==> config.mk <==
export PLATFORM = sky130hd
export DESIGN_NAME = branch_resolve_unit_flat
export DESIGN_NICKNAME = d
export VERILOG_FILES = /design/src/rtl/branch_resolve_unit_if.sv /design/src/rtl/branch_resolve_unit.sv /design/src/flat_wrapper.sv
export SDC_FILE = /design/constraint.sdc
export NUM_CORES = 1
export LEC_CHECK = 0
export ABC_AREA = 1
export CAP_MARGIN = 20
export CORE_UTILIZATION = 40
export DETAILED_ROUTE_END_ITERATION = 8
export GPL_TIMING_DRIVEN = 0
export PLACE_DENSITY = 0.65
export SLEW_MARGIN = 20
export SYNTH_ARGS = -nofsm -noshare
export SYNTH_HDL_FRONTEND = slang
export SYNTH_SLANG_ARGS = --single-unit
==> constraint.sdc <==
create_clock -name clk -period 3.1 [get_ports clk]
set_clock_uncertainty 0.1 [all_clocks]
set_input_delay 0.31 -clock clk [delete_from_list [all_inputs] [get_ports clk]]
set_output_delay 0.31 -clock clk [all_outputs]
set_load 0.1 [all_outputs]
==> src/rtl/branch_resolve_unit_if.sv <==
// Bundle between the EX stage, fetch and the branch resolve unit.
interface branch_resolve_unit_if #(
  parameter int unsigned XLEN     = 64,
  parameter int unsigned CNT_BITS = 32
);
  logic            ex_valid;
  logic            ex_branch;
  logic [2:0]      ex_funct3;
  logic [XLEN-1:0] ex_pc;
  logic [XLEN-1:0] ex_target;
  logic            ex_pred_taken;
  logic            br_eq;
  logic            br_lt;
  logic            br_un;
  logic [XLEN-1:0] if_pc;
  logic            if_pred_taken;
  logic            redirect_valid;
  logic [XLEN-1:0] redirect_pc;
  logic            redirect_ready;
  logic            flush;
  logic            ex_stall;
  logic [CNT_BITS-1:0] branch_cnt;
  logic [CNT_BITS-1:0] mispred_cnt;

  // Pipeline/fetch side
  modport master (
    output ex_valid, ex_branch, ex_funct3, ex_pc, ex_target, ex_pred_taken,
    output br_eq, br_lt, if_pc, redirect_ready,
    input  br_un, if_pred_taken, redirect_valid, redirect_pc, flush, ex_stall,
    input  branch_cnt, mispred_cnt
  );

  // Branch resolve unit side
  modport slave (
    input  ex_valid, ex_branch, ex_funct3, ex_pc, ex_target, ex_pred_taken,
    input  br_eq, br_lt, if_pc, redirect_ready,
    output br_un, if_pred_taken, redirect_valid, redirect_pc, flush, ex_stall,
    output branch_cnt, mispred_cnt
  );
endinterface

==> src/rtl/branch_resolve_unit.sv <==
// Branch resolve unit: decodes funct3 against BrEq/BrLT, detects mispredicts,
// drives a held redirect to fetch, owns a 2-bit-counter BHT and perf counters.
module branch_resolve_unit #(
  parameter int unsigned XLEN         = 64,
  parameter int unsigned BHT_IDX_BITS = 6,
  parameter int unsigned CNT_BITS     = 32
) (
  input logic                 clk,
  input logic                 rst,
  branch_resolve_unit_if.slave bus
);
  typedef enum logic {IDLE, REDIRECT} state_t;

  localparam int unsigned BHT_ENTRIES = 2 ** BHT_IDX_BITS;

  state_t state, stateNext;

  logic [1:0]          bht [BHT_ENTRIES];
  logic [XLEN-1:0]     redirectPc;
  logic                flushQ;
  logic                flushNext;
  logic                loadRedirect;
  logic [CNT_BITS-1:0] branchCnt;
  logic [CNT_BITS-1:0] mispredCnt;

  logic                redirectValid;
  logic                exStall;
  logic                resolve;
  logic                taken;
  logic                legal;
  logic                mispredict;
  logic [XLEN-1:0]     correctPc;
  logic [BHT_IDX_BITS-1:0] exIdx;
  logic [BHT_IDX_BITS-1:0] ifIdx;
  logic                unusedIfPc;

  assign redirectValid = (state == REDIRECT);
  assign exStall       = redirectValid & ~bus.redirect_ready;
  assign resolve       = bus.ex_valid & bus.ex_branch & ~exStall;
  assign mispredict    = resolve & (taken != bus.ex_pred_taken);
  assign correctPc     = taken ? bus.ex_target : bus.ex_pc + XLEN'(4);
  assign exIdx         = bus.ex_pc[BHT_IDX_BITS+1:2];
  assign ifIdx         = bus.if_pc[BHT_IDX_BITS+1:2];
  assign unusedIfPc    = ^{bus.if_pc[XLEN-1:BHT_IDX_BITS+2], bus.if_pc[1:0]};

  assign bus.br_un          = bus.ex_funct3[1];
  assign bus.if_pred_taken  = bht[ifIdx][1];
  assign bus.redirect_valid = redirectValid;
  assign bus.redirect_pc    = redirectPc;
  assign bus.flush          = flushQ;
  assign bus.ex_stall       = exStall;
  assign bus.branch_cnt     = branchCnt;
  assign bus.mispred_cnt    = mispredCnt;

  // Decode funct3 into taken; 010/011 are illegal and never taken
  always_comb begin
    taken = 1'b0;
    legal = 1'b1;
    unique case (bus.ex_funct3)
      3'b000:          taken = bus.br_eq;
      3'b001:          taken = ~bus.br_eq;
      3'b100, 3'b110:  taken = bus.br_lt;
      3'b101, 3'b111:  taken = ~bus.br_lt;
      default:         legal = 1'b0;
    endcase
  end

  // FSM state register
  always_ff @(posedge clk) begin
    if (rst) state <= IDLE;
    else     state <= stateNext;
  end

  // FSM next state, redirect load and flush request
  always_comb begin
    stateNext    = state;
    loadRedirect = 1'b0;
    flushNext    = 1'b0;
    unique case (state)
      IDLE: begin
        if (mispredict) begin
          loadRedirect = 1'b1;
          stateNext    = REDIRECT;
        end
      end
      REDIRECT: begin
        if (bus.redirect_ready) begin
          flushNext = 1'b1;
          stateNext = IDLE;
        end
      end
      default: stateNext = IDLE;
    endcase
  end

  // Redirect target and one-cycle flush pulse
  always_ff @(posedge clk) begin
    if (rst) begin
      redirectPc <= '0;
      flushQ     <= 1'b0;
    end else begin
      flushQ <= flushNext;
      if (loadRedirect) redirectPc <= correctPc;
    end
  end

  // BHT update; lookup is a combinational read so same-cycle reads see the old value
  always_ff @(posedge clk) begin
    if (rst) begin
      for (int unsigned i = 0; i < BHT_ENTRIES; i++) bht[i] <= 2'b01;
    end else if (resolve && legal) begin
      if (taken && bht[exIdx] != 2'b11)       bht[exIdx] <= bht[exIdx] + 2'b01;
      else if (!taken && bht[exIdx] != 2'b00) bht[exIdx] <= bht[exIdx] - 2'b01;
    end
  end

  // Saturating perf counters
  always_ff @(posedge clk) begin
    if (rst) begin
      branchCnt  <= '0;
      mispredCnt <= '0;
    end else begin
      if (resolve && branchCnt != '1)     branchCnt  <= branchCnt + 1'b1;
      if (mispredict && mispredCnt != '1) mispredCnt <= mispredCnt + 1'b1;
    end
  end
endmodule

==> src/flat_wrapper.sv <==
// flat-port wrapper written by rule: the top's interface ports become plain ports
module branch_resolve_unit_flat 
#(
  parameter int unsigned XLEN         = 64,
  parameter int unsigned BHT_IDX_BITS = 6,
  parameter int unsigned CNT_BITS     = 32
)
  (clk, rst, bus_ex_valid, bus_ex_branch, bus_ex_funct3, bus_ex_pc, bus_ex_target, bus_ex_pred_taken, bus_br_eq, bus_br_lt, bus_if_pc, bus_redirect_ready, bus_br_un, bus_if_pred_taken, bus_redirect_valid, bus_redirect_pc, bus_flush, bus_ex_stall, bus_branch_cnt, bus_mispred_cnt);
  branch_resolve_unit_if #(.XLEN(XLEN), .CNT_BITS(CNT_BITS)) bus_i ();
  input logic clk;
  input logic rst;
  input wire logic [$bits(bus_i.ex_valid)-1:0] bus_ex_valid;
  input wire logic [$bits(bus_i.ex_branch)-1:0] bus_ex_branch;
  input wire logic [$bits(bus_i.ex_funct3)-1:0] bus_ex_funct3;
  input wire logic [$bits(bus_i.ex_pc)-1:0] bus_ex_pc;
  input wire logic [$bits(bus_i.ex_target)-1:0] bus_ex_target;
  input wire logic [$bits(bus_i.ex_pred_taken)-1:0] bus_ex_pred_taken;
  input wire logic [$bits(bus_i.br_eq)-1:0] bus_br_eq;
  input wire logic [$bits(bus_i.br_lt)-1:0] bus_br_lt;
  input wire logic [$bits(bus_i.if_pc)-1:0] bus_if_pc;
  input wire logic [$bits(bus_i.redirect_ready)-1:0] bus_redirect_ready;
  output wire logic [$bits(bus_i.br_un)-1:0] bus_br_un;
  output wire logic [$bits(bus_i.if_pred_taken)-1:0] bus_if_pred_taken;
  output wire logic [$bits(bus_i.redirect_valid)-1:0] bus_redirect_valid;
  output wire logic [$bits(bus_i.redirect_pc)-1:0] bus_redirect_pc;
  output wire logic [$bits(bus_i.flush)-1:0] bus_flush;
  output wire logic [$bits(bus_i.ex_stall)-1:0] bus_ex_stall;
  output wire logic [$bits(bus_i.branch_cnt)-1:0] bus_branch_cnt;
  output wire logic [$bits(bus_i.mispred_cnt)-1:0] bus_mispred_cnt;
  assign bus_i.ex_valid = bus_ex_valid;
  assign bus_i.ex_branch = bus_ex_branch;
  assign bus_i.ex_funct3 = bus_ex_funct3;
  assign bus_i.ex_pc = bus_ex_pc;
  assign bus_i.ex_target = bus_ex_target;
  assign bus_i.ex_pred_taken = bus_ex_pred_taken;
  assign bus_i.br_eq = bus_br_eq;
  assign bus_i.br_lt = bus_br_lt;
  assign bus_i.if_pc = bus_if_pc;
  assign bus_i.redirect_ready = bus_redirect_ready;
  assign bus_br_un = bus_i.br_un;
  assign bus_if_pred_taken = bus_i.if_pred_taken;
  assign bus_redirect_valid = bus_i.redirect_valid;
  assign bus_redirect_pc = bus_i.redirect_pc;
  assign bus_flush = bus_i.flush;
  assign bus_ex_stall = bus_i.ex_stall;
  assign bus_branch_cnt = bus_i.branch_cnt;
  assign bus_mispred_cnt = bus_i.mispred_cnt;
  branch_resolve_unit #(.XLEN(XLEN), .BHT_IDX_BITS(BHT_IDX_BITS), .CNT_BITS(CNT_BITS)) u_core (.clk(clk), .rst(rst), .bus(bus_i));
endmodule
# After elaboration in Yosys (flattened, before gate mapping)
# Memory sizes are Yosys's and may differ from the RTL's.
# Index checks and enable logic that the tools add are counted.
[word_totals]
ff_bits = 130
latch_bits = 0
mem_bits_rw = 128
romBits = 0
inputBits = 203
output_inout_bits = 133
wordCells = 66
n_memories = 1
[classes]
addsub = 5
n_mul = 0
div_mod_pow = 0
order_cmp = 0
eq_ne = 9
n_shift = 0
mux = 23
n_bitwise = 10
n_reduce_logical = 13
[mem_list]
columns = ["memory", "words", "word_bits", "rd", "rd_clocked_by_memory_dff", "wr", "line", "rtl"]
rows = [
  ["u_core.bht", 64, 2, 2, 0, 64, "branch_resolve_unit.sv:18", "logic [1:0] bht [BHT_ENTRIES];"],
]
[ops]
columns = ["cell", "n"]
rows = [
  ["$add 32x1->32 const B", 2],
  ["$add 64x3->64 const B", 1],
  ["$mux 64", 1],
  ["$ne 32x32->1 const B", 2],
  ["$mux 1", 17],
  ["$eq 3x3->1 const B", 4],
  ["$reduce_or 2->1", 4],
  ["$mux 6", 1],
  ["$reduce_or 6->1", 1],
  ["$logic_and 1x1->1", 5],
  ["$not 1->1", 5],
  ["$and 1x1->1", 4],
  ["$mux 2", 2],
  ["$pmux 1 s4", 1],
  ["$eq 3x1->1 const B", 1],
  ["$logic_not 3->1", 1],
  ["$add 2x1->2 const B", 1],
  ["$ne 2x2->1 const B", 1],
  ["$pmux 1 s2", 1],
  ["$reduce_bool 2->1", 1],
  ["$sub 2x1->2 const B", 1],
  ["$logic_not 1->1", 1],
  ["$ne 1x1->1", 1],
  ["$or 1x1->1", 1],
]

# Logic depth before layout (Yosys ltp)
# Gate-level depths: netlist (run 1).
[depth]
depth_word = 13
ltp_mapped = 20
mapped_depth_nobuf = 16

# Worst setup path after synthesis (run 1)
# OpenSTA, ideal clock, no wires.
[synth_timing]
path_kind = "register to register"
start = "register u_core.state, in the netlist u_core.bus.redirect_valid"
end = "register u_core.redirectPc[13], in the netlist u_core.bus.redirect_pc[13]"
setup_time_ps = 71
arrival_ps = 3719
required_time_ps = 2929
path_slack_ps = -789
path_stages_with_launch = 11
path_buffers = 2
synth_period_minus_slack_ps = 3889
path_cell_list = "dfxtp_1 inv_1 nor2_1 nor2_1 o21ai_0 a21oi_1 nand2_1 clkbuf_1 clkbuf_1 nand2_1 a21oi_1"
[synth_via]
elab_chain_len = 6
[synth_rtl]
columns = ["item", "line", "rtl"]
rows = [
  ["start, declared", "branch_resolve_unit.sv:16", "state_t state, stateNext;"],
  ["start signal, assigned", "branch_resolve_unit.sv:71", "else state <= stateNext;"],
  ["$and 1x1->1", "branch_resolve_unit.sv:38", "assign exStall = redirectValid & ~bus.redirect_ready;"],
  ["named net bus_ex_stall", "flat_wrapper.sv:27", "output wire logic [$bits(bus_i.ex_stall)-1:0] bus_ex_stall;"],
  ["$not 1->1", "branch_resolve_unit.sv:39", "assign resolve = bus.ex_valid & bus.ex_branch & ~exStall;"],
  ["$and 1x1->1", "branch_resolve_unit.sv:39", ""],
  ["$and 1x1->1", "branch_resolve_unit.sv:40", "assign mispredict = resolve & (taken != bus.ex_pred_taken);"],
  ["$mux 1", "branch_resolve_unit.sv:81", "if (mispredict) begin"],
  ["$mux 1", "branch_resolve_unit.sv:79", "unique case (state)"],
  ["end signal, assigned", "branch_resolve_unit.sv:103", "if (loadRedirect) redirectPc <= correctPc;"],
  ["end, declared", "branch_resolve_unit.sv:19", "logic [XLEN-1:0] redirectPc;"],
]
# The timed path passes the listed nets, and every way through them passes these cells.
# A chain may end at the register's enable or synchronous reset.

==> summary.txt, run 1 <==
===============================================================================================
Largest area contributor in the netlist .......................................... sky130_fd_sc_hd__edfxtp_1
Number of top-level pins .........................................................          336
Total of max-cap violations ......................................................            0
TritonCTS Buffers ................................................................           30
Synth Cell Area ..................................................................  15500 sq um
Transition time of the tightest slew-check pin ...................................      1.10 ns
DRC violation count after routing ................................................            0
Hold crit path type ..............................................................    in -> reg
Worst Setup Slack, final .........................................................    0.0694 ns
TritonCTS clock tree .............................................................        built
Maximum number of pins on one net before global-route repair .....................           16
Type of the worst setup path .....................................................    in -> reg
Vias per Instance ................................................................         5.66
Slew headroom ....................................................................        26.6%
Number of nets still failing antenna checks after routing ........................            0
Via count ........................................................................        17500
Area enclosed by the die boundary ................................................  39600 sq um
Number of buffers on the longest clock path ......................................            3
Slew Limit Fails .................................................................            0
Number of instances in the synthesized netlist ...................................         2248
Routed wirelength normalized by instance count ...................................      22.4 um
Count of nets after finishing ....................................................         2761
Fin. Hold Viols ..................................................................            0
Global-route wire length before repair ...........................................    101000 um
Cell with the biggest individual delay on the critical path ...................... sky130_fd_sc_hd__nor2_1
Detailed-placement wirelength estimate ...........................................     54000 um
Share of the yosys chip area belonging to registers ..............................        41.5%
Minimum clock period .............................................................      3.03 ns
Setup violators final ............................................................            0
Grt ovf ..........................................................................            0
Outcome .......................................................................... finished, final reports clean
Required time of the critical path ...............................................      3.28 ns
Number of warnings printed during yosys synthesis ................................            0
Period Utilization, post-route ...................................................        97.8%
Starting utilization of the core area ............................................        40.9%
Endpoint type of the worst setup path ............................................         flop
Final weighted congestion of routability-driven global placement .................        0.974
CTS root buf ..................................................................... sky130_fd_sc_hd__clkbuf_16
Syn avg cell area ................................................................   6.91 sq um
Share of the synthesized area in the top cell type ...............................        24.8%
Layout Area Growth over Synthesis ................................................        28.9%
Source-to-sink clock delay at the later pin of the worst-skew pair ...............      0.59 ns
Static leakage ...................................................................      7.71 nW
Gr usage total ...................................................................        34.6%
Clock input transition at the sequential cells of the worst setup and hold paths .      0.06 ns
Power per cell area ..............................................................  465 nW/um^2
Num Clock Sinks ..................................................................          258
Peak per-stage delay on the critical path ........................................      0.76 ns
Number of library cell types mapped by synthesis .................................           44
Die Span Y .......................................................................       199 um
Number of flip-flops and latches in the synthesized netlist ......................          258
Std-Cell Rows ....................................................................           71
Number of buffers added on ports .................................................          272
DRT Wirelength ...................................................................     69200 um
Net count after synthesis ........................................................         2454
DR iter-0 viols ..................................................................         1756
Die span in x ....................................................................       199 um
Length of the first detailed-routing pass in iterations ..........................            6
Final Total Pwr ..................................................................    0.00931 W
Highest attainable clock frequency ...............................................      330 MHz
CP Max Fanout ....................................................................           10
Std-Cell Core Area ...............................................................  37900 sq um
Cells taking the most area after synthesis ....................................... sky130_fd_sc_hd__edfxtp_1 (25%), sky130_fd_sc_hd__dfxtp_1 (17%), sky130_fd_sc_hd__nand2_1 (16%)
H-tree lvl count .................................................................            1
Worst hold slack across all endpoints ............................................     0.146 ns
Setup slack at placement .........................................................    -0.972 ns
Data arrival at the endpoint of the critical path ................................      3.21 ns
Via count of the first global-routing pass .......................................        16700
Fraction of layout instances using a drive strength above 1 ......................        5.63%
Worst ir drop on vdd .............................................................   0.000412 V
Series of cell instances along the critical path ................................. clkdlybuf4s50_1, buf_4, nand2_2, nor2_1, clkbuf_1, nand3_1, nand2_1
Worst Setup Start Kind ...........................................................    input pin
Number of antenna violations at the first check in global routing ................            5
===============================================================================================
## per-stage QoR
step,TNS (ns),area (sq um),cells,utilization [%]
global placement,-184.52,18900,3031,49.8
finish,0,20000,3091,52.8
detailed placement,-189.02,18900,3031,49.8
global route,-0.0763,20000,3088,52.7
floorplan,0,15500,2248,-
CTS,0,20000,3088,52.6
## layout by cell type (no fill, tap or decap), drive strengths merged, types with 7 or more instances in the layout
cell type	count
a21oi	130
a31oi	12
buf	51
clkbuf	127
clkdlybuf4s50	270
clkinv	7
dfxtp	130
edfxtp	128
inv	173
nand2	666
nand3	158
nand4	108
nor2	277
nor3	61
nor3b	8
nor4	10
o211ai	24
o21ai	139
o22ai	9
or2	15
xnor2	9
xor2	32
## repair_timing
item | in CTS | in global routing
resized for setup | 27 | 31
endpoints found under the setup margin | 249 | 251
pin swaps | 1 | 0
hold endpoints to repair | 0 | 0
setup buffers | 3 | 0
hold buffers | 0 | 0
## logic make-up after synthesis
family          Yosys count  synth area share [%]
flops                   258                  41.5
fa+ha+maj                 3                 0.242
xor+xnor                 41                  2.31
simple gates           1313                  36.3
compound gates          329                  11.5
buf+inv                 304                  8.13
## Yosys cell counts, drive strengths merged
master   count
nand2      666
nor2       277
inv        171
nand3      158
o21ai      139
a21oi      130
dfxtp      130
edfxtp     128
nand4      108
clkbuf      80
nor3        61
buf         51
xor2        32
o211ai      24
or2         15
a31oi       12
nor4        10
o22ai        9
xnor2        9
nor3b        8
and3         4
nand3b       4
o21bai       4
o221ai       4
ha           3
o21a         3
and2         2
clkinv       2
a2111oi      1
a2bb2oi      1
o211a        1
o21ba        1
## flip-flops by register name, indices dropped and copies added, names as in the netlist
name and count:
u_core.bus.mispred_cnt 32, u_core.bus.redirect_pc 64, u_core.bus.redirect_valid 1, u_core.bht 128
u_core.bus.branch_cnt 32, u_core.bus.flush 1
## layer usage
layer | track usage [%] | part of all wire (%)
met5 | 0 | 0.082
met4 | 13.8 | 4.0
met3 | 5.71 | 9.1
met2 | 57.3 | 46
met1 | 44.9 | 41
## power by group
group          switching [W]  internal, W  total, W
clock                0.00150      0.00217   0.00367
sequential         0.0000673      0.00366   0.00373
combinational        0.00139     0.000521   0.00191
total                0.00296      0.00635   0.00931
## cell type report
cell class,instances,area (sq um)
Fill cell,3764,17900
Multi-Input combinational cell,1686,7870
Sequential cell,258,6450
Timing Repair Buffer,275,2750
Clock buffer,43,823
Buffer,131,658
Inverter,173,649
Tap cell,511,639
Clock inverter,11,170
Antenna cell,3,7.51
## final timing paths
path / from / endpoint / slack [ns] / cells past startpoint
worst max register to register: u_core.bus.redirect_valid$_SDFF_PP0_ / u_core.bus.redirect_pc[37]$_SDFFE_PP0P_ / 0.17 / 10
worst max-delay path: bus_ex_pc[3] / u_core.bht[54][1]$_SDFFCE_PN0P_ / 0.07 / 7
worst min-delay path: bus_ex_pc[5] / u_core.bus.redirect_pc[5]$_SDFFE_PP0P_ / 0.15 / 4
worst min register to register: u_core.bus.redirect_valid$_SDFF_PP0_ / u_core.bus.flush$_SDFF_PP0_ / 0.37 / 2
## critical path: cells and delay by family
family        cells  cell delay [ns]
simple gates      4             1.36
buf+inv           3             1.52
(Power assumes the default switching activity.)
==> inputs of run 2 (changes only) <==
- RECOVER_POWER: default -> 25
- SLEW_MARGIN: 20 -> 30
==> run 2 against run 1 <==
Compared with the run above:
- power shrank 1.1%
- sequential share of layout area grew 0.24 points
- combinational power barely moved
- maximum frequency shrank 1.1%
- routed wire length shrank 0.78%
- via count shrank 1.1%
- clock power down 2%
- cell area fell by 0.74%
- setup slack worse by 0.033 ns
- die area is the same
- critical path type unchanged
==> summary.txt, run 2 (synthesis results as in run 1) <==
===============================================================================================
Outcome .......................................................................... finished, final reports clean   unchanged
Via count of the first global-routing pass .......................................        16600   was 16700
Worst Hold Launch ................................................................ bus_ex_pc[5]   unchanged
Area of all sequential standard cells ............................................   6450 sq um   unchanged
Required time of the critical path ...............................................      3.28 ns   about the same
Final weighted congestion of routability-driven global placement .................        0.974   unchanged
TritonCTS Buffers ................................................................           29   was 30
Cell with the biggest individual delay on the critical path ...................... sky130_fd_sc_hd__clkbuf_1   was sky130_fd_sc_hd__nor2_1
Area enclosed by the die boundary ................................................  39600 sq um   unchanged
Layout Area Growth over Synthesis ................................................        27.9%   was 28.9%
Setup violators final ............................................................            0   unchanged
Worst Hold End ................................................................... u_core.bus.redirect_pc[5]$_SDFFE_PP0P_   unchanged
Critical R2R Launch .............................................................. u_core.bus.redirect_valid$_SDFF_PP0_   unchanged
Routed wirelength normalized by instance count ...................................      22.2 um   was 22.4 um
Kind of cell with the highest combined delay on the critical path ................ buffers and inverters   unchanged
Starting utilization of the core area ............................................        40.9%   unchanged
DRT Wirelength ...................................................................     68600 um   was 69200 um
CTS root buf ..................................................................... sky130_fd_sc_hd__clkbuf_16   unchanged
Die Span Y .......................................................................       199 um   unchanged
Worst-case reg-to-reg path depth .................................................           10   unchanged
Gr usage total ...................................................................        34.4%   was 34.6%
Multi-input gate area in the final layout ........................................   7860 sq um   was 7870 sq um
Highest attainable clock frequency ...............................................      326 MHz   was 330 MHz
H-tree lvl count .................................................................            1   unchanged
Number of buffers on the longest clock path ......................................            3   unchanged
Maximum number of pins on one net before global-route repair .....................           16   unchanged
Top register by number of flip-flops .............................................   u_core.bht   unchanged
Detailed-placement wirelength estimate ...........................................     53900 um   was 54000 um
Worst ir drop on vdd .............................................................   0.000511 V   was 0.000412 V
Flip-flop count of the largest register after layout .............................          128   unchanged
Count of nets after finishing ....................................................         2761   unchanged
Minimum clock period .............................................................      3.06 ns   was 3.03 ns
Number of antenna violations at the first check in global routing ................            4   was 5
Worst reg2reg setup slack ........................................................      0.21 ns   was 0.17 ns
Grt ovf ..........................................................................            0   unchanged
Fraction of layout instances using a drive strength above 1 ......................        5.86%   was 5.63%
Cell count of the worst hold path ................................................            4   unchanged
Fin. Hold Viols ..................................................................            0   unchanged
Series of cell instances along the critical path ................................. clkdlybuf4s50_1, clkbuf_4, nor2_1, inv_1, nor2_2, clkbuf_1, nand3_1, nand2_1   was clkdlybuf4s50_1, buf_4, nand2_2, nor2_1, clkbuf_1, nand3_1, nand2_1
TritonCTS clock tree .............................................................        built   unchanged
DR iter-0 viols ..................................................................         1773   was 1756
Worst reg2reg endpoint ........................................................... u_core.bus.redirect_pc[63]$_SDFFE_PP0P_   was u_core.bus.redirect_pc[37]$_SDFFE_PP0P_
Global-route wire length before repair ...........................................    101000 um   about the same
Most frequent cells in the layout ................................................ sky130_fd_sc_hd__nand2_1 (662), sky130_fd_sc_hd__nor2_1 (268), sky130_fd_sc_hd__inv_1 (167)   was sky130_fd_sc_hd__nand2_1 (659), sky130_fd_sc_hd__clkdlybuf4s50_1 (270), sky130_fd_sc_hd__nor2_1 (268)
Final Total Pwr ..................................................................    0.00921 W   was 0.00931 W
Worst Setup Start Kind ...........................................................    input pin   unchanged
Setup slack at placement .........................................................    -0.944 ns   was -0.972 ns
Length of the first detailed-routing pass in iterations ..........................            6   unchanged
Type of the worst setup path .....................................................    in -> reg   unchanged
Peak per-stage delay on the critical path ........................................      0.77 ns   was 0.76 ns
Period Utilization, post-route ...................................................        98.8%   was 97.8%
Via count ........................................................................        17300   was 17500
Endpoint type of the worst setup path ............................................         flop   unchanged
Post-placement cell area .........................................................  18800 sq um   was 18900 sq um
Final design utilization .........................................................        52.4%   was 52.8%
Data arrival at the endpoint of the critical path ................................      3.25 ns   was 3.21 ns
Number of top-level pins .........................................................          336   unchanged
Buffering stage count on the worst path with inverters included ..................            4   was 3
Non-Filler Cell Area, Final ......................................................  19900 sq um   was 20000 sq um
Hold crit path type ..............................................................    in -> reg   unchanged
Std-Cell Core Area ...............................................................  37900 sq um   unchanged
Worst Setup Slack, final .........................................................    0.0360 ns   was 0.0694 ns
Static leakage ...................................................................      7.96 nW   was 7.71 nW
Slew Limit Fails .................................................................            0   unchanged
Most frequent standard cell in the layout excluding fill and tap cells ........... sky130_fd_sc_hd__nand2_1   unchanged
Clock input transition at the sequential cells of the worst setup and hold paths .      0.06 ns   about the same
Total of max-cap violations ......................................................            0   unchanged
Fill cell instance count of the final layout .....................................         3826   was 3764
Number of buffers added on ports .................................................          272   unchanged
Die span in x ....................................................................       199 um   unchanged
Transition time of the tightest slew-check pin ...................................      1.36 ns   was 1.10 ns
CP Max Fanout ....................................................................           10   unchanged
Count of hold-fix buffers inserted at cts ........................................            0   unchanged
Vias per Instance ................................................................         5.59   was 5.66
Power per cell area ..............................................................  464 nW/um^2   was 465 nW/um^2
Std-Cell Rows ....................................................................           71   unchanged
Number of nets still failing antenna checks after routing ........................            0   unchanged
# placed instances ...............................................................         3031   unchanged
Source-to-sink clock delay at the later pin of the worst-skew pair ...............      0.59 ns   about the same
Slew headroom ....................................................................        9.93%   was 26.6%
Layout Cells excl Fill ...........................................................         3091   unchanged
Num Clock Sinks ..................................................................          258   unchanged
DRC violation count after routing ................................................            0   unchanged
===============================================================================================
-- run 2: changes by cell type in the layout (fill, tap and decap cells not counted), moves of 3 or more --
cell / previous run / this run
sky130_fd_sc_hd__dlygate4sd3_1: 0 / 92
sky130_fd_sc_hd__clkinv_2: 1 / 6
sky130_fd_sc_hd__clkbuf_1: 71 / 85
sky130_fd_sc_hd__clkinv_1: 5 / 8
sky130_fd_sc_hd__nand2_1: 659 / 662
sky130_fd_sc_hd__clkdlybuf4s50_1: 270 / 159
sky130_fd_sc_hd__buf_1: 9 / 4
sky130_fd_sc_hd__nand2_2: 7 / 4
sky130_fd_sc_hd__clkbuf_2: 18 / 21
-- run 2: report_power, final --
group	switching, W	total (W)	internal (W)
clock network	0.00153	0.00361	0.00208
logic	0.00139	0.00188	0.000491
registers	0.0000653	0.00372	0.00366
-- run 2: worst max path at each step --
| stage | endpoint | cells past startpoint | from | slack (ns) |
|---|---|---|---|---|
| finish | u_core.bht[60][1]$_SDFFCE_PN0P_ | 8 | bus_ex_pc[3] | 0.04 |
| global route | u_core.bht[43][0]$_SDFFCE_PN1P_ | 18 | bus_ex_pc[2] | -0.01 |
| CTS | bus_if_pred_taken | 9 | bus_if_pc[3] | -0.006 |
| detailed placement | bus_if_pred_taken | 10 | bus_if_pc[2] | -0.94 |
| global placement | bus_if_pred_taken | 10 | bus_if_pc[2] | -0.96 |
| floorplan | u_core.bus.redirect_pc[13]$_SDFFE_PP0P_ | 10 | u_core.bus.redirect_valid$_SDFF_PP0_ | 0.01 |
-- run 2: final cells by class --
type / instances / area share, %
antenna: 2 / 0.0252
clock buffer: 32 / 3.76
sequential: 258 / 32.5
tap: 511 / 3.22
timing repair buffer: 276 / 13.2
buffer: 131 / 3.30
multi-input combinational: 1686 / 39.6
clock inverter: 22 / 1.18
inverter: 173 / 3.27
-- run 2: repair_timing --
| action | 4_1_cts | 5_1_grt |
|---|---|---|
| endpoints found under the setup margin | 247 | 257 |
| gates resized for setup | 26 | 25 |
| pin swaps | 1 | 0 |
| buffers inserted | 4 | 0 |
-- run 2: through the flow --
stage,TNS [ns],hold WS [ns]
finish,0,0.130
global route,-0.0399,0.159
CTS,-0.00631,0.132
global placement,-184.52,0.346
floorplan,0,0.333
detailed placement,-186.54,0.343
-- run 2: layer usage --
metal	up-vias	wire (um)	global-route usage, %
li1	8150	-	-
met1	8103	27800	44.0
met2	893	32000	57.3
met3	142	6010	6.32
met4	4	2760	13.0
met5	-	27	0
-- run 2: worst min-delay path, delay by kind of cell --
family	cells	cell delay [ns]
buf+inv	1	0.20
simple gates	2	0.16
compound gates	1	0.08
==> inputs of run 3 (changes only) <==
- CORE_MARGIN: default -> 4
- TNS_END_PERCENT: default -> 50
==> run 3 against run 2 <==
Compared with the run above:
- die area up 6.1%
- clock power up 3%
- first-iteration DRC count up 5.6%
- setup slack better by 0.065 ns
- non-clock buffer count up 1
- power up 1.6%
- critical endpoint is now u_core.bht[48][0]$_SDFFCE_PN1P_
- global-route usage down 2.1 points
- register-to-register slack better by 0.04 ns
==> summary.txt, run 3 (synthesis results as in run 1) <==
===============================================================================================
Series of cell instances along the critical path ................................. clkdlybuf4s50_1, buf_4, inv_2, clkbuf_4, nand2_1, nand2_1, nand2_1, nand2_1, nand2_1, nand2_1, nand2_1, nand2_1, nor2_1, nand2_2, nand2_1, nand2_1, nand2_1, buf_6, buf_6, nand3_1, nand2_1   was clkdlybuf4s50_1, clkbuf_4, nor2_1, inv_1, nor2_2, clkbuf_1, nand3_1, nand2_1
Via count ........................................................................        17600   was 17300
Total of max-cap violations ......................................................            0   unchanged
Endpoint type of the worst setup path ............................................         flop   unchanged
Peak per-stage delay on the critical path ........................................      0.55 ns   was 0.77 ns
DRC violation count after routing ................................................            0   unchanged
Flip-flop count of the largest register after layout .............................          128   unchanged
Slew headroom ....................................................................        9.93%   about the same
Number of buffers on the longest clock path ......................................            3   unchanged
Minimum clock period .............................................................      3.00 ns   was 3.06 ns
DRT Wirelength ...................................................................     70700 um   was 68600 um
Source-to-sink clock delay at the later pin of the worst-skew pair ...............      0.57 ns   was 0.59 ns
Highest attainable clock frequency ...............................................      333 MHz   was 326 MHz
Non-Filler Cell Area, Final ......................................................  19900 sq um   about the same
H-tree lvl count .................................................................            1   unchanged
Fraction of layout instances using a drive strength above 1 ......................        6.09%   was 5.86%
CP Max Fanout ....................................................................           10   unchanged
Detailed-placement wirelength estimate ...........................................     55000 um   was 53900 um
Met1 layer wirelength in the final routing .......................................     28500 um   was 27800 um
Setup slack at placement .........................................................    -0.968 ns   was -0.944 ns
Num Clock Sinks ..................................................................          258   unchanged
Power per cell area ..............................................................  469 nW/um^2   was 464 nW/um^2
Buffering stage count on the worst path with inverters included ..................            6   was 4
Post-placement cell area .........................................................  18800 sq um   about the same
Detailed route wirelength on metal2 ..............................................     32300 um   was 32000 um
Most frequent CP cell ............................................................ sky130_fd_sc_hd__nand2_1
Logic pwr share ..................................................................        20.3%   was 20.4%
Grt ovf ..........................................................................            0   unchanged
Global-route wire length before repair ...........................................    103000 um   was 101000 um
Kind of cell with the highest combined delay on the critical path ................ buffers and inverters   unchanged
Fin. Hold Viols ..................................................................            0   unchanged
Sequential share of power ........................................................        39.8%   was 40.4%
Share of power burned in the clock network .......................................        39.9%   was 39.2%
CTS root buf ..................................................................... sky130_fd_sc_hd__clkbuf_16   unchanged
Required time of the critical path ...............................................      3.26 ns   was 3.28 ns
Data arrival at the endpoint of the critical path ................................      3.16 ns   was 3.25 ns
Final weighted congestion of routability-driven global placement .................         1.01   was 0.974
Topmost layer with routed signal wires ...........................................         met5   unchanged
Std-Cell Rows ....................................................................           71   unchanged
Vias per Instance ................................................................         5.70   was 5.59
Std-Cell Core Area ...............................................................  37900 sq um   unchanged
Most frequent cells in the layout ................................................ sky130_fd_sc_hd__nand2_1 (660), sky130_fd_sc_hd__nor2_1 (268), sky130_fd_sc_hd__inv_1 (167)   was sky130_fd_sc_hd__nand2_1 (662), sky130_fd_sc_hd__nor2_1 (268), sky130_fd_sc_hd__inv_1 (167)
Hold crit path type ..............................................................    in -> reg   unchanged
Die span in x ....................................................................       205 um   was 199 um
Layout Area Growth over Synthesis ................................................        28.4%   was 27.9%
Setup violators final ............................................................            0   unchanged
Routed wirelength normalized by instance count ...................................      22.9 um   was 22.2 um
Count of nets after finishing ....................................................         2762   was 2761
Worst Setup Start Kind ...........................................................    input pin   unchanged
Cell with the biggest individual delay on the critical path ...................... sky130_fd_sc_hd__clkdlybuf4s50_1   was sky130_fd_sc_hd__clkbuf_1
Maximum number of pins on one net before global-route repair .....................           15   was 16
Via count of the first global-routing pass .......................................        16500   was 16600
Transition time of the tightest slew-check pin ...................................      1.36 ns   about the same
Net switching power of the design ................................................    0.00299 W   was 0.00298 W
Slew Limit Fails .................................................................            0   unchanged
Static leakage ...................................................................      8.00 nW   was 7.96 nW
Clock input transition at the sequential cells of the worst setup and hold paths .      0.06 ns   about the same
Period Utilization, post-route ...................................................        96.7%   was 98.8%
Number of buffers added on ports .................................................          272   unchanged
Gr usage total ...................................................................        32.3%   was 34.4%
Top register by number of flip-flops .............................................   u_core.bht   unchanged
Number of nets still failing antenna checks after routing ........................            0   unchanged
Length of the first detailed-routing pass in iterations ..........................            6   unchanged
Type of the worst setup path .....................................................    in -> reg   unchanged
Outcome .......................................................................... finished, final reports clean   unchanged
Met3 wire length .................................................................      6960 um   was 6010 um
Die Span Y .......................................................................       205 um   was 199 um
Worst Setup Slack, final .........................................................     0.101 ns   was 0.0360 ns
Cell Int Power ...................................................................    0.00637 W   was 0.00623 W
TritonCTS Buffers ................................................................           29   unchanged
DR iter-0 viols ..................................................................         1872   was 1773
Sw Share .........................................................................        31.9%   was 32.4%
Starting utilization of the core area ............................................        40.9%   unchanged
TritonCTS clock tree .............................................................        built   unchanged
Most frequent standard cell in the layout excluding fill and tap cells ........... sky130_fd_sc_hd__nand2_1   unchanged
Area enclosed by the die boundary ................................................  42000 sq um   was 39600 sq um
Number of antenna violations at the first check in global routing ................            9   was 4
Number of top-level pins .........................................................          336   unchanged
Count of hold-fix buffers inserted at cts ........................................            0   unchanged
Worst ir drop on vdd .............................................................   0.000417 V   was 0.000511 V
RSZ-0062 raised after global routing .............................................           no
===============================================================================================
-- run 3: cell types whose count changed in the layout (fill, tap and decap cells not counted), sizes merged --
cell | previous run | this run
clkinv | 16 | 6
buf | 48 | 50
clkbuf | 140 | 146
bufinv | 4 | 5
dlygate4sd3 | 92 | 94
-- run 3: cell type report --
type	count	area, sq um
tap	511	639
sequential	258	6450
multi-input combinational	1686	7880
clock buffer	41	802
timing repair buffer	277	2660
fill	3761	18000
antenna	2	5.00
inverter	173	649
buffer	131	666
clock inverter	13	200
-- run 3: path summary, 6_finish.rpt --
path	startpoint	depth (start not counted)	slack (ns)	to
worst max-delay path	bus_ex_pc[2]	21	0.10	u_core.bht[48][0]$_SDFFCE_PN1P_
worst min-delay path	bus_ex_pc[5]	4	0.16	u_core.bus.redirect_pc[5]$_SDFFE_PP0P_
worst max register to register	u_core.bus.branch_cnt[0]$_SDFFE_PP0P_	12	0.25	u_core.bus.branch_cnt[19]$_SDFFE_PP0P_
worst min register to register	u_core.bus.redirect_pc[16]$_SDFFE_PP0P_	2	0.36	u_core.bus.redirect_pc[16]$_SDFFE_PP0P_
-- run 3: metal layers --
layer	global-route usage [%]	vias up
met1	42.4	8256
met3	7.20	182
met4	11.8	16
li1	-	8152
met2	52.5	1025
met5	0	-
-- run 3: repair_timing --
action,4_1_cts,5_1_grt
resized for setup,26,36
setup endpoints to repair,251,259
setup buffers,0,5
pin swaps,0,1
endpoints found under the hold margin,0,0
-- run 3: metrics by stage --
stage / setup TNS (ns) / util, % / cells / hold slack [ns] / power (W)
floorplan: 0 / - / 2248 / 0.333 / 0.00489
global placement: -177.86 / 49.8 / 3031 / 0.344 / 0.00567
detailed placement: -191.08 / 49.6 / 3031 / 0.351 / 0.00566
CTS: -0.00316 / 52.4 / 3085 / 0.149 / 0.00934
global route: 0 / 52.6 / 3091 / 0.164 / 0.00960
finish: 0 / 52.6 / 3092 / 0.157 / 0.00936
-- run 3: worst register-to-register path: cells and delay by family (launching register included) --
| kind | cells | cell delay, ns |
|---|---|---|
| flops | 1 | 0.43 |
| compound gates | 2 | 0.22 |
| fa+ha+maj | 1 | 0.24 |
| simple gates | 6 | 1.23 |
| buf+inv | 3 | 0.51 |
-- run 3: power by group through the flow --
stage	clock network [W]	logic, W	registers, W
after floorplan	0	0.000726	0.00417
after global placement	0	0.00187	0.00380
after detailed placement	0	0.00186	0.00380
after CTS	0.00374	0.00187	0.00373
after global routing	0.00387	0.00199	0.00373
final	0.00373	0.00190	0.00373
